<file path="config.mk">
export PLATFORM = sky130hd
export DESIGN_NAME = mul16_seq
export DESIGN_NICKNAME = d
export VERILOG_FILES = /design/src/rtl/mul16_seq.sv
export SDC_FILE = /design/constraint.sdc
export NUM_CORES = 1
export LEC_CHECK = 0
export ABC_AREA = 1
export BUFFER_PORTS_ARGS = -buffer_cell sky130_fd_sc_hd__clkbuf_2
export CAP_MARGIN = 20
export CELL_PAD_IN_SITES_DETAIL_PLACEMENT = 0
export CELL_PAD_IN_SITES_GLOBAL_PLACEMENT = 2
export CORE_AREA = 5 5 94 105
export CTS_BUF_LIST = sky130_fd_sc_hd__clkbuf_4 sky130_fd_sc_hd__clkbuf_8 sky130_fd_sc_hd__clkbuf_16
export DETAILED_ROUTE_END_ITERATION = 12
export DIE_AREA = 0 0 99 110
export GPL_TIMING_DRIVEN = 1
export PLACE_DENSITY = 0.93
export SLEW_MARGIN = 20
export SYNTH_ARGS = -nofsm -noshare
export SYNTH_HDL_FRONTEND = slang
export SYNTH_SLANG_ARGS = --single-unit
</file>
<file path="constraint.sdc">
create_clock -name clk -period 3 [get_ports clk]
set_input_delay 0.15 -clock clk [delete_from_list [all_inputs] [get_ports clk]]
set_output_delay 0.15 -clock clk [all_outputs]
set_load 0.02 [all_outputs]
</file>
<file path="src/rtl/mul16_seq.sv">
// Sequential 16x16 -> 16-bit unsigned shift-and-add multiplier.
// One partial-product step per clock through a carry-lookahead adder; the result is a*b mod 2^16.

// 16-bit carry-lookahead adder: 4-bit groups with lookahead carries inside each group and across groups.
module s16bit (
  input  logic [15:0] a,
  input  logic [15:0] b,
  input  logic        cin,
  output logic [15:0] s,
  output logic        cout
);
  logic [15:0] p;
  logic [15:0] g;
  logic [15:0] c;
  logic [3:0]  gp;
  logic [3:0]  gg;
  logic [4:0]  gc;

  assign p = a ^ b;
  assign g = a & b;

  always_comb begin
    gp = '0;
    gg = '0;
    gc = '0;
    c  = '0;
    for (int k = 0; k < 4; k++) begin
      gp[k] = &p[4*k +: 4];
      gg[k] = g[4*k+3]
            | (p[4*k+3] & g[4*k+2])
            | (p[4*k+3] & p[4*k+2] & g[4*k+1])
            | (p[4*k+3] & p[4*k+2] & p[4*k+1] & g[4*k]);
    end
    gc[0] = cin;
    for (int k = 0; k < 4; k++) begin
      gc[k+1] = gg[k] | (gp[k] & gc[k]);
    end
    // Bit carries are formed from the group carry-in only, never from each other.
    for (int k = 0; k < 4; k++) begin
      c[4*k]   = gc[k];
      c[4*k+1] = g[4*k] | (p[4*k] & gc[k]);
      c[4*k+2] = g[4*k+1] | (p[4*k+1] & g[4*k]) | (p[4*k+1] & p[4*k] & gc[k]);
      c[4*k+3] = g[4*k+2] | (p[4*k+2] & g[4*k+1]) | (p[4*k+2] & p[4*k+1] & g[4*k])
               | (p[4*k+2] & p[4*k+1] & p[4*k] & gc[k]);
    end
  end

  assign s    = p ^ c;
  assign cout = gc[4];
endmodule

// Handshake: start is accepted on an edge where busy=0 (IDLE or DONE); busy stays high for
// exactly 16 cycles, then done pulses for one cycle while o holds the product until the next start.
module mul16_seq (
  input  logic        clk,
  input  logic        nrst,
  input  logic        start,
  input  logic [15:0] a,
  input  logic [15:0] b,
  output logic        busy,
  output logic        done,
  output logic [15:0] o
);
  typedef enum logic [1:0] {
    IDLE = 2'd0,
    RUN  = 2'd1,
    DONE = 2'd2
  } state_t;

  state_t      state;
  state_t      state_nxt;
  logic [15:0] mcand;
  logic [15:0] mplier;
  logic [15:0] acc;
  logic [3:0]  cnt;
  logic [15:0] sum;
  logic        unused_cout;
  logic        start_ok;

  s16bit u_add (
    .a    (acc),
    .b    (mcand),
    .cin  (1'b0),
    .s    (sum),
    .cout (unused_cout)
  );

  assign start_ok = start && ((state == IDLE) || (state == DONE));

  always_comb begin
    state_nxt = state;
    case (state)
      IDLE:    if (start) state_nxt = RUN;
      RUN:     if (cnt == 4'd15) state_nxt = DONE;
      DONE:    state_nxt = start ? RUN : IDLE;
      default: state_nxt = IDLE;
    endcase
  end

  always_ff @(posedge clk) begin
    if (!nrst) begin
      state  <= IDLE;
      mcand  <= '0;
      mplier <= '0;
      acc    <= '0;
      cnt    <= '0;
    end else begin
      state <= state_nxt;
      if (start_ok) begin
        mcand  <= a;
        mplier <= b;
        acc    <= '0;
        cnt    <= '0;
      end else if (state == RUN) begin
        if (mplier[0]) acc <= sum;
        mcand  <= mcand << 1;
        mplier <= mplier >> 1;
        cnt    <= cnt + 4'd1;
      end
    end
  end

  assign busy = (state == RUN);
  assign done = (state == DONE);
  assign o    = acc;
endmodule

</file>
; Yosys cells after proc, flatten, opt, wreduce, memory -nomap -nowiden
; Index checks and enable logic that the tools add are counted.
[totals]
ff_bits = 54
in_bits = 35
word_cells = 112
[op_classes]
n_addsub = 1
eq_ne = 5
mux = 8
bitwise_logic = 84
reduce_logical = 9
[op_table]
columns = operator, n
row1 = $mux W16, 4
row2 = $and A1 B1 Y1, 48
row3 = $or A1 B1 Y1, 32
row4 = $xor A16 B16 Y16, 2
row5 = $and A15 B15 Y15, 1
row6 = $reduce_and A4 Y1, 2
row7 = $pmux W2 S3, 1
row8 = $add A4 B1 Y4 const B, 1
row9 = $eq A4 B4 Y1 const B, 1
row10 = $mux W2, 2
row11 = $reduce_and A2 Y1, 2
row12 = $eq A2 B1 Y1 const B, 1
row13 = $eq A2 B2 Y1 const B, 1
row14 = $logic_not A2 Y1, 1
row15 = $ne A2 B1 Y1 const B, 1
row16 = $ne A2 B2 Y1 const B, 1
row17 = $reduce_bool A2 Y1, 1
row18 = $reduce_or A2 Y1, 1
row19 = $logic_and A1 B1 Y1, 1
row20 = $logic_or A1 B1 Y1, 1
row21 = $mux W1, 1
row22 = $not A1 Y1, 1

; Depth between registers and ports, before layout
; Gate-level depths: netlist (run 1).
[logic_depth]
depth_word = 12
ltp_mapped = 15

; By module
; From an unflattened synthesis (run 1), not the netlist that was laid out.
[unflattened]
hier_cells = 462
hier_area_um2 = 3244.4
[modules_own_cells]
columns = module, instances, cells_each, area_each_um2, seq_area_each_um2
row1 = mul16_seq, 1, 359, 2503.7, 1081.0
row2 = s16bit, 1, 103, 740.7, 0.0

; Worst setup path before layout (run 1)
; Ideal clock, no wire load.
[synth_path]
kind = register -> register
start = register acc[3], in the netlist o[3]
end = register acc[13], in the netlist o[13]
setup_time_ns = 0.119
arrival_time_ns = 1.965
required_time_ns = 2.881
setup_slack_ns = 0.915
path_stages_with_launch = 13
path_buffers = 0
period_less_slack_ns = 2.085
cell_sequence = dfxtp_1 > ha_1 > or2_0 > nand2_1 > nand2_2 > nand2_2 > nand2_4 > nand2_4 > nand2_4 > fa_1 > xor2_1 > nand2_1 > a21oi_1
[synth_via]
elab_chain_len = 12
[synth_rtl]
columns = element, line
row1 = "start, declared", 74  ; logic [15:0] acc;
row2 = "start signal, assigned", 115  ; if (mplier[0]) acc <= sum;
row3 = $xor A16 B16 Y16, 19  ; assign p = a ^ b;
row4 = $and A1 B1 Y1 (on tied branches), "30, 31, 32"
row5 = $or A1 B1 Y1 (tied with other cells), 30  ; | (p[4*k+3] & g[4*k+2])
row6 = $or A1 B1 Y1 / $and A1 B1 Y1 (equally long branches), "31, 32"
row7 = $or A1 B1 Y1 (*), 32  ; | (p[4*k+3] & p[4*k+2] & p[4*k+1] & g[4*k]);
row8 = $and A1 B1 Y1 (*), 36  ; gc[k+1] = gg[k] | (gp[k] & gc[k]);
row9 = $or A1 B1 Y1 (*), 36
row10 = $and A1 B1 Y1 (*), 36
row11 = $or A1 B1 Y1 (*), 36
row12 = $and A1 B1 Y1 (*), 41  ; c[4*k+1] = g[4*k] | (p[4*k] & gc[k]);
row13 = $or A1 B1 Y1 (*), 41
row14 = $xor A16 B16 Y16 (*), 48  ; assign s = p ^ c;
; Every way passes the cells marked *; elsewhere a longest branch is shown, timed or not.
; A chain may end at the register's enable or synchronous reset.

; Final worst setup path (run 1)
; Same ends and word-level chain as after synthesis.

==> results of run 1 <==
[kinds of logic after synthesis]
logic type	count (synthesis)
AO/OA/AOI/OAI	75
flip-flops	54
AND/OR/NAND/NOR	181
adder cells (fa/ha/maj)	20
buffers and inverters	41
XOR/XNOR	8
[cells in the mapped netlist (all sizes together)]
cell | instances | area [um2]
nand2 | 138 | 553
dfxtp | 54 | 1080
a21oi | 31 | 170
inv | 23 | 86.3
nor2 | 23 | 109
o21ai | 17 | 85.1
a31oi | 16 | 100
ha | 16 | 200
nand3 | 13 | 65.1
buf | 10 | 53.8
clkbuf | 7 | 26.3
xor2 | 7 | 61.3
o21bai | 5 | 37.5
fa | 4 | 80.1
o21a | 3 | 22.5
nand4 | 2 | 12.5
nor3 | 2 | 10.0
a211oi | 1 | 7.51
a21o | 1 | 7.51
a221oi | 1 | 8.76
clkinv | 1 | 3.75
nand3b | 1 | 7.51
nor4 | 1 | 6.26
or2 | 1 | 6.26
xnor2 | 1 | 8.76
[placed cells by master, fill, tap and decap left out, types with 3 or more instances in the layout]
| cell type | count |
|---|---|
| nand2_1 | 130 |
| nor2_4 | 3 |
| ha_1 | 16 |
| xor2_1 | 7 |
| o21ai_0 | 17 |
| nand3_1 | 13 |
| buf_4 | 5 |
| o21bai_1 | 5 |
| dfxtp_1 | 54 |
| nand2_4 | 3 |
| nand2_2 | 5 |
| clkbuf_8 | 5 |
| fa_1 | 4 |
| nor2_1 | 20 |
| o21a_1 | 3 |
| inv_1 | 21 |
| clkbuf_2 | 52 |
| a21oi_1 | 29 |
| a31oi_1 | 16 |
[worst reg2reg max path: cells and delay by family, from the launching register on]
family | cells | cell delay (ns)
DFF | 1 | 0.34
adders and majority gates | 2 | 0.72
AOI/OAI and AO/OA | 1 | 0.14
xor gates and xnor gates | 1 | 0.16
and+or+nand+nor | 8 | 0.71
[per-stage QoR]
| stage | hold slack (ns) | std cells | setup slack (ns) |
|---|---|---|---|
| CTS | 0.0599 | 541 | 0.846 |
| finish | 0.0751 | 541 | 0.876 |
| detailed placement | 0.403 | 533 | 0.866 |
| floorplan | 0.294 | 379 | 0.915 |
| global route | 0.0829 | 541 | 0.738 |
| global placement | 0.408 | 533 | 0.929 |
[flip-flops by register name, summed over array words and instances (netlist names)]
register	flops
mcand	16
mplier	16
o	16
cnt	4
state	2
[layout make-up]
cell class              instances  area, um2  share of cell area (%)
multi-input cells             284       1560                    47.8
flip-flops and latches         54       1080                    33.2
repair buffers                 57        298                    9.13
well taps                     114        143                    4.37
inverters                      24       90.1                    2.76
clock buffers                   5       68.8                    2.11
clock inverters                 3       21.3                   0.652
[worst max path at each step]
| stage | from | to | slack [ns] | cells after the start |
|---|---|---|---|---|
| CTS | o[3] | o[13] | 0.85 | 12 |
| floorplan | o[3] | o[13] | 0.92 | 12 |
| global route | o[3] | o[13] | 0.74 | 12 |
| detailed placement | o[3] | o[13] | 0.87 | 12 |
| finish | o[3] | o[13] | 0.88 | 12 |
| global placement | o[3] | o[13] | 0.93 | 12 |
[metal layers]
metal | routed length, um | vias to the layer above | part of all wire (%)
li1 | - | 1335 | -
met1 | 3100 | 1133 | 46
met2 | 3220 | 55 | 47
met3 | 407 | 6 | 6.0
met4 | 79 | 0 | 1.2
met5 | 0 | - | 0
[power by group]
group | total, mW | switching, mW | internal (mW)
combinational | 0.210 | 0.132 | 0.0783
sequential | 0.782 | 0.0268 | 0.756
clock | 0.412 | 0.248 | 0.165
total | 1.40 | 0.406 | 0.999
==> results by group, run 1 <==
Run status
  – Status: completed

Place
  – Placed cell area: 0.00317 mm2
  – IO Port Bufs: 52
  – Hpwl dp: 4930 um
  – Routability cong.: 0.793

Power and ir drop
  – Peak VDD IR: 0.000194 V
  – P_leak: 1.52 nW
  – Total Power: 1.40 mW
  – Power Dens Cells: 431 mW/mm2

Timing
  – Final period utilization: 70.8%
  – Post-layout min period: 2.12 ns
  – Achievable Freq: 471 MHz
  – Final Hold Violating Endpoints: 0
  – Final setup vio count: 0
  – Worst slew pin tran: 0.674 ns
  – Slew Viols, Final: 0
  – Slew Limit Headroom: 55.0%
  – Setup TNS: 0 ns
  – Worst Skew: 0.0105 ns
  – RSZ-0062 raised after global routing: no

Worst setup path
  – WP buf/inv: 0
  – Kind of critical path: reg2reg
  – Reg2reg path depth: 12
  – Worst flop-to-flop path startpoint: o[3]
  – Reg-to-reg endpoint: o[13]
  – Critical Path Sink Type: flip-flop
  – CP arrival: 2.37 ns
  – Critical Path Max Stage Delay: 0.38 ns
  – CP required: 3.25 ns
  – Slowest-stage cell, CP: fa_1
  – CP max FO: 4
  – Crit-path most repeated cell: nand2_4
  – Top delay family on crit path: adder cells
  – Crit path cell chain: ha_1 > or2_0 > nand2_1 > nand2_2 > nand2_2 > nand2_4 > nand2_4 > nand2_4 > fa_1 > xor2_1 > nand2_1 > a21oi_1
  – Critical Path Start Type: flip-flop
  – R2R Setup Slk: 0.88 ns

Hold path
  – Hold Path Sink: mcand[0]
  – Worst hold path class: in2reg
  – Worst Hold Path Cells: 3
  – Hold wc startpoint: a[0]

Clock tree
  – Hold buffers post-CTS: 0
  – H-tree Lvls: 2
  – TritonCTS clock tree: yes
  – Worst-Skew Late Latency: 0.31 ns
  – Post-cts sizing count: 0
  – Cts bufs inserted: 5
  – Clock root cell: clkbuf_8
  – Clk sinks: 54
  – CTS Buffer Depth: 2
  – CTS clk-pin slew, worst paths: 0.10 ns
  – Post-CTS Setup Bufs: 0

Synth
  – Syn Inst Count: 379
  – Synth warn: 0
  – Largest family of logic cells by synthesized area: simple AND/OR/NAND/NOR gates
  – Simple-gate share of the synthesized area: 27.4%
  – Post-synthesis sequential area ratio: 38.5%
  – Unique masters post-synth: 33
  – FF+latch count, synth: 54
  – Syn_area_per_cell: 7.41 um2
  – Synthesized area: 0.00281 mm2
  – Synth Area in XOR/XNOR: 2.49%
  – Adder-cell area share of the yosys netlist: 9.97%
  – Compound-gate portion of the synthesized area: 15.6%
  – Post-synthesis mux area share: 0%
  – Synthesized Nets: 434

Floorplan
  – Num rows: 36
  – Full die area: 0.0109 mm2
  – Die W: 99 um
  – IO Pins: 53
  – Initial Util: 32.3%
  – Die Height: 110 um
  – Core area: 0.00869 mm2

Route
  – Final WL: 6800 um
  – Post-route ant nets: 0
  – WL/cell: 12.6 um
  – Drc violations: 0
  – Router iterations before antenna repair: 4
  – DR iter-0 viols: 105
  – Vias per cell: 4.67
  – Via count: 2529

Layout
  – NumNets Final: 481
  – Layout cell share with drive strength beyond 1: 18.7%
  – Fillers: 943
  – Area grow syn2layout: 16.0%
  – Final instance area: 0.00326 mm2
  – # diodes: 0
  – Util after Layout: 37.5%

GRT
  – Met1 usage: 15.9%
  – GR met2 Demand/Resource: 23.7%
  – Largest net degree at the start of global routing: 34
  – Vias in the first global route: 2643
  – First-pass GRT wire length: 11900 um
  – Total GRT Usage: 13.3%
  – Gr busiest metal: met2
  – GR Overflow Total: 0
  – Met3 usage: 3.52%
  – Initial antenna violation count: 0

Run
  – Maxcap violations: 0
(Power assumes the default switching activity.)
==> inputs of run 2 (changes only) <==
--- a/config.mk
+++ b/config.mk
@@ -10,12 +10,12 @@
 export CAP_MARGIN = 20
 export CELL_PAD_IN_SITES_DETAIL_PLACEMENT = 0
 export CELL_PAD_IN_SITES_GLOBAL_PLACEMENT = 2
-export CORE_AREA = 5 5 94 105
+export CORE_AREA = 5 5 102 114
 export CTS_BUF_LIST = sky130_fd_sc_hd__clkbuf_4 sky130_fd_sc_hd__clkbuf_8 sky130_fd_sc_hd__clkbuf_16
 export DETAILED_ROUTE_END_ITERATION = 12
-export DIE_AREA = 0 0 99 110
+export DIE_AREA = 0 0 107 119
 export GPL_TIMING_DRIVEN = 1
-export PLACE_DENSITY = 0.93
+export PLACE_DENSITY = 0.85
 export SLEW_MARGIN = 20
 export SYNTH_ARGS = -nofsm -noshare
 export SYNTH_HDL_FRONTEND = slang
==> constraint.sdc (replaced) <==
create_clock -name clk -period 1.9 [get_ports clk]
set_input_delay 0.095 -clock clk [delete_from_list [all_inputs] [get_ports clk]]
set_output_delay 0.095 -clock clk [all_outputs]
set_load 0.02 [all_outputs]
==> results by group, run 2 (same netlist as run 1, synthesis figures left out) <==
Worst setup path
  – Critical Path Max Stage Delay: 0.51 ns
  – Crit path cell chain: ha_4 > or2_0 > nand2_1 > nand2_2 > nand2_2 > nand2_4 > nand2_4 > nand2_4 > fa_2 > nand2_1 > a21oi_1
  – Crit-path most repeated cell: nand2_4
  – Reg2reg path depth: 11
  – Critical Path Start Type: flip-flop
  – CP arrival: 2.09 ns
  – Critical Path Sink Type: flip-flop
  – CP required: 2.11 ns
  – Kind of critical path: reg2reg
  – CP max FO: 4
  – Slowest-stage cell, CP: fa_2

Clock tree
  – CTS Buffer Depth: 2
  – Cts bufs inserted: 5
  – TritonCTS clock tree: yes
  – CTS clk-pin slew, worst paths: 0.07 ns
  – Worst-Skew Late Latency: 0.28 ns
  – H-tree Lvls: 2
  – Clk sinks: 54
  – Post-CTS Setup Bufs: 0
  – Clock root cell: clkbuf_16

GRT
  – Vias in the first global route: 2580
  – Largest net degree at the start of global routing: 34
  – Total GRT Usage: 11.8%
  – GR Overflow Total: 0
  – First-pass GRT wire length: 12400 um
  – Initial antenna violation count: 0

Floorplan
  – Die W: 107 um
  – Die Height: 119 um
  – Num rows: 39
  – Full die area: 0.0127 mm2
  – IO Pins: 53
  – Initial Util: 27.4%
  – Core area: 0.0102 mm2

Hold path
  – Worst Hold Path Cells: 3
  – Worst hold path class: in2reg

Layout
  – # diodes: 0
  – Commonest non-fill, non-tap cells in the layout: 130 x nand2_1, 52 x clkbuf_2, 46 x dfxtp_1, 28 x a21oi_1, 28 x buf_4
  – Final instance area: 0.00362 mm2
  – Area grow syn2layout: 28.8%
  – Layout cell share with drive strength beyond 1: 26.8%
  – Util after Layout: 35.3%
  – NumNets Final: 506
  – Most common cell after layout, fill and taps aside: nand2_1

Timing
  – RSZ-0062 raised after global routing: yes
  – Post-layout min period: 1.88 ns
  – Slew Limit Headroom: 66.8%
  – Final setup vio count: 0
  – Achievable Freq: 533 MHz
  – Final period utilization: 98.8%
  – Worst hold slack: 0.0587 ns
  – Worst slew pin tran: 0.497 ns
  – Final Hold Violating Endpoints: 0
  – Slew Viols, Final: 0
  – Worst Skew: 0.00254 ns

Power and ir drop
  – P_leak: 1.68 nW
  – Total Power: 2.52 mW
  – Power Dens Cells: 697 mW/mm2
  – Peak VDD IR: 0.000433 V

Route
  – Router iterations before antenna repair: 4
  – Via count: 2584
  – DR iter-0 viols: 74
  – Drc violations: 0
  – Post-route ant nets: 0
  – Final WL: 7030 um
  – Vias per cell: 4.50
  – WL/cell: 12.3 um

Run
  – Maxcap violations: 0

Place
  – Hpwl dp: 5310 um
  – Routability cong.: 0.792
  – IO Port Bufs: 52
  – Placed cell area: 0.00346 mm2

Run status
  – Status: completed
[run 2: changes by cell type in the layout (fill, tap and decap cells not counted), moves of 2 or more]
cell | previous run | this run
buf_4 | 5 | 28
dfxtp_1 | 54 | 46
ha_1 | 16 | 11
dfxtp_2 | 0 | 7
clkbuf_8 | 5 | 0
clkbuf_16 | 0 | 5
buf_12 | 0 | 2
ha_4 | 0 | 5
clkbuf_4 | 0 | 2
[run 2: final cells by class]
cell class | count | area (um2)
multi-input combinational | 284 | 1630
timing repair buffer | 82 | 510
clock buffer | 7 | 140
sequential | 54 | 1090
fill | 1124 | 6630
inverter | 24 | 90.1
tap | 123 | 154
[run 2: critical path, delay by kind of cell, from the launching register on]
family                   cells  cell delay, ns
AO/OA/AOI/OAI                1            0.11
adder cells (fa/ha/maj)      2            0.74
flip-flops                   1            0.34
AND/OR/NAND/NOR              8            0.62
[run 2: final timing paths]
check	from	slack (ns)	end
worst max register to register	mcand[3]	0.02	o[12]
worst min-delay path	a[5]	0.06	mcand[5]
worst max-delay path	mcand[3]	0.02	o[12]
worst min register to register	mplier[9]	0.46	mplier[9]
[run 2: power breakdown]
group | switching [mW] | internal [mW] | total [mW]
clock | 0.382 | 0.512 | 0.894
sequential | 0.0396 | 1.19 | 1.23
combinational | 0.224 | 0.171 | 0.396
[run 2: through the flow]
stage	std cells	setup TNS [ns]	setup WS, ns
after floorplan	379	0	0.00274
after global placement	567	-0.0108	-0.0108
after detailed placement	567	-0.0854	-0.0577
after CTS	574	-0.0223	-0.0202
after global routing	574	-0.197	-0.0839
final	574	0	0.0237
[run 2: timing repair]
action / 4_1_cts / 5_1_grt
pin swaps: 6 / 5
resized for setup: 2 / 3
endpoints found under the hold margin: 0 / 0
setup endpoints to repair: 3 / 4
hold buffers: 0 / 0
[run 2: metal layers]
metal	vias to the layer above	part of all wire (%)	routed length (um)	track usage (%)
met5	-	0	0	0
met4	0	0.90	63	2.40
met3	4	4.4	309	2.71
met2	41	48	3400	20.2
met1	1156	46	3260	15.2
li1	1383	-	-	-
==> inputs of run 3 (changes only) <==
--- a/config.mk
+++ b/config.mk
@@ -8,12 +8,13 @@
 export ABC_AREA = 1
 export BUFFER_PORTS_ARGS = -buffer_cell sky130_fd_sc_hd__clkbuf_2
 export CAP_MARGIN = 20
-export CELL_PAD_IN_SITES_DETAIL_PLACEMENT = 0
-export CELL_PAD_IN_SITES_GLOBAL_PLACEMENT = 2
-export CORE_AREA = 5 5 102 114
+export CELL_PAD_IN_SITES_DETAIL_PLACEMENT = 1
+export CELL_PAD_IN_SITES_GLOBAL_PLACEMENT = 1
+export CORE_AREA = 5 5 91 101
 export CTS_BUF_LIST = sky130_fd_sc_hd__clkbuf_4 sky130_fd_sc_hd__clkbuf_8 sky130_fd_sc_hd__clkbuf_16
+export CTS_CLUSTER_DIAMETER = 40
 export DETAILED_ROUTE_END_ITERATION = 12
-export DIE_AREA = 0 0 107 119
+export DIE_AREA = 0 0 96 106
 export GPL_TIMING_DRIVEN = 1
 export PLACE_DENSITY = 0.85
 export SLEW_MARGIN = 20
==> results by group, run 3 (same netlist as run 1, synthesis figures left out) <==
Run status
  – Status: finished with violations
  – Failing checks: negative setup slack

GRT
  – Met3 usage: 3.61%
  – Gr busiest metal: met2
  – Largest net degree at the start of global routing: 34
  – First-pass GRT wire length: 13200 um
  – GR Overflow Total: 0
  – Vias in the first global route: 2889
  – Initial antenna violation count: 0
  – GR met2 Demand/Resource: 29.6%
  – Met1 usage: 18.4%
  – Total GRT Usage: 16.2%

Clock tree
  – TritonCTS clock tree: yes
  – CTS Buffer Depth: 2
  – Clock root cell: clkbuf_8
  – Clk sinks: 54
  – Cts bufs inserted: 5
  – Worst-Skew Late Latency: 0.32 ns
  – H-tree Lvls: 2
  – CTS clk-pin slew, worst paths: 0.11 ns

Route
  – Drc violations: 0
  – DR iter-0 viols: 70
  – WL/cell: 14.2 um
  – Via count: 2717
  – Router iterations before antenna repair: 4
  – Final WL: 7910 um
  – Post-route ant nets: 0
  – Vias per cell: 4.86

Timing
  – Setup TNS: -0.137 ns
  – Achievable Freq: 504 MHz
  – Slew Limit Headroom: 67.1%
  – Final Hold Violating Endpoints: 0
  – Final setup vio count: 2
  – Post-layout min period: 1.99 ns
  – Slew Viols, Final: 0
  – RSZ-0062 raised after global routing: yes
  – Worst Skew: 0.0107 ns
  – Final period utilization: 104%
  – Worst Slack Setup Final: -0.0851 ns
  – Worst slew pin tran: 0.493 ns

Power and ir drop
  – Total Power: 2.43 mW
  – Power Dens Cells: 689 mW/mm2
  – Reg power frac: 50.8%
  – Pint: 1.74 mW
  – Comb power frac: 16.0%
  – P_leak: 1.64 nW
  – Peak VDD IR: 0.000417 V
  – Switching portion of total power: 28.2%
  – Net switching power: 0.687 mW
  – Clk network pwr share: 33.2%

Worst setup path
  – CP arrival: 2.25 ns
  – CP required: 2.17 ns
  – Crit. Startpoint: mcand[3]
  – Reg2reg path depth: 12
  – Crit path to: o[13]
  – CP max FO: 3
  – Reg-to-reg endpoint: o[13]
  – Kind of critical path: reg2reg
  – Worst flop-to-flop path startpoint: mcand[3]
  – R2R Setup Slk: -0.09 ns
  – Critical Path Sink Type: flip-flop
  – Critical Path Start Type: flip-flop

Hold path
  – Worst hold path class: in2reg

Floorplan
  – Die W: 96 um
  – Die Height: 106 um
  – Core area: 0.00815 mm2
  – IO Pins: 53
  – Num rows: 35
  – Initial Util: 34.5%
  – Full die area: 0.0102 mm2

Layout
  – # diodes: 0
  – Commonest non-fill, non-tap cells in the layout: 128 x nand2_1, 52 x clkbuf_2, 47 x dfxtp_1, 27 x a21oi_1, 25 x buf_4
  – Area grow syn2layout: 25.6%
  – NumNets Final: 502
  – Most common cell after layout, fill and taps aside: nand2_1
  – Fillers: 1055
  – Layout cell share with drive strength beyond 1: 26.3%

Run
  – Maxcap violations: 0

Place
  – IO Port Bufs: 52
  – Hpwl dp: 6010 um
  – Routability cong.: 0.754
-- run 3: layout make-up --
type	count	area, um2	share of cell area [%]
multi-input cells	284	1630	46.1
flip-flops and latches	54	1090	30.9
repair buffers	78	468	13.3
well taps	111	139	3.93
inverters	24	90.1	2.55
clock buffers	5	68.8	1.95
clock inverters	3	43.8	1.24
-- run 3: power by group through the flow --
stage          registers (mW)  clock network [mW]  logic, mW
2_1_floorplan            1.26                   0      0.241
3_5_place_dp             1.26                   0      0.390
6_report                 1.24               0.807      0.389
4_1_cts                  1.24               0.822      0.392
5_1_grt                  1.24               0.861      0.440
3_3_place_gp             1.26                   0      0.370
-- run 3: what timing repair did --
item	CTS	global route
pin swaps	4	2
buffers inserted	1	1
hold buffers	0	0
gates cloned	0	0
gates resized for setup	1	4
setup endpoints to repair	4	5
-- run 3: per-layer routing --
metal	share of wire [%]	vias to the layer above
met2	53	41
met4	1.2	0
li1	-	1374
met3	3.9	11
met5	0	-
met1	41	1291
-- run 3: worst min-delay path by stage --
stage	endpoint	from	cells after the start
floorplan	mplier[13]	nrst	2
global placement	mplier[12]	b[12]	3
detailed placement	mcand[15]	a[15]	3
CTS	mcand[15]	a[15]	3
global route	mcand[15]	a[15]	3
finish	mcand[15]	a[15]	3
-- run 3: through the flow --
step	area, um2	utilization (%)	std cells	worst slack (ns)	hold slack, ns
after global routing	3530	43.3	559	-0.187	0.0276
after floorplan	2880	-	379	0.00274	0.239
after CTS	3510	43.1	558	-0.0993	0.0156
after detailed placement	3390	41.6	549	-0.129	0.365
after global placement	3390	41.6	549	-0.00709	0.355
final	3530	43.3	559	-0.0851	0.0126
-- run 3: critical path, stage by stage (launching register included) --
cell     delay [ns]
dfxtp_2        0.35
ha_4           0.24
or2_0          0.21
nand2_1        0.09
nand2_2        0.06
nand2_2        0.07
nand2_4        0.07
nand2_4        0.07
nand2_4        0.05
fa_2           0.34
xor2_1         0.19
nand2_1        0.09
a21oi_2        0.11
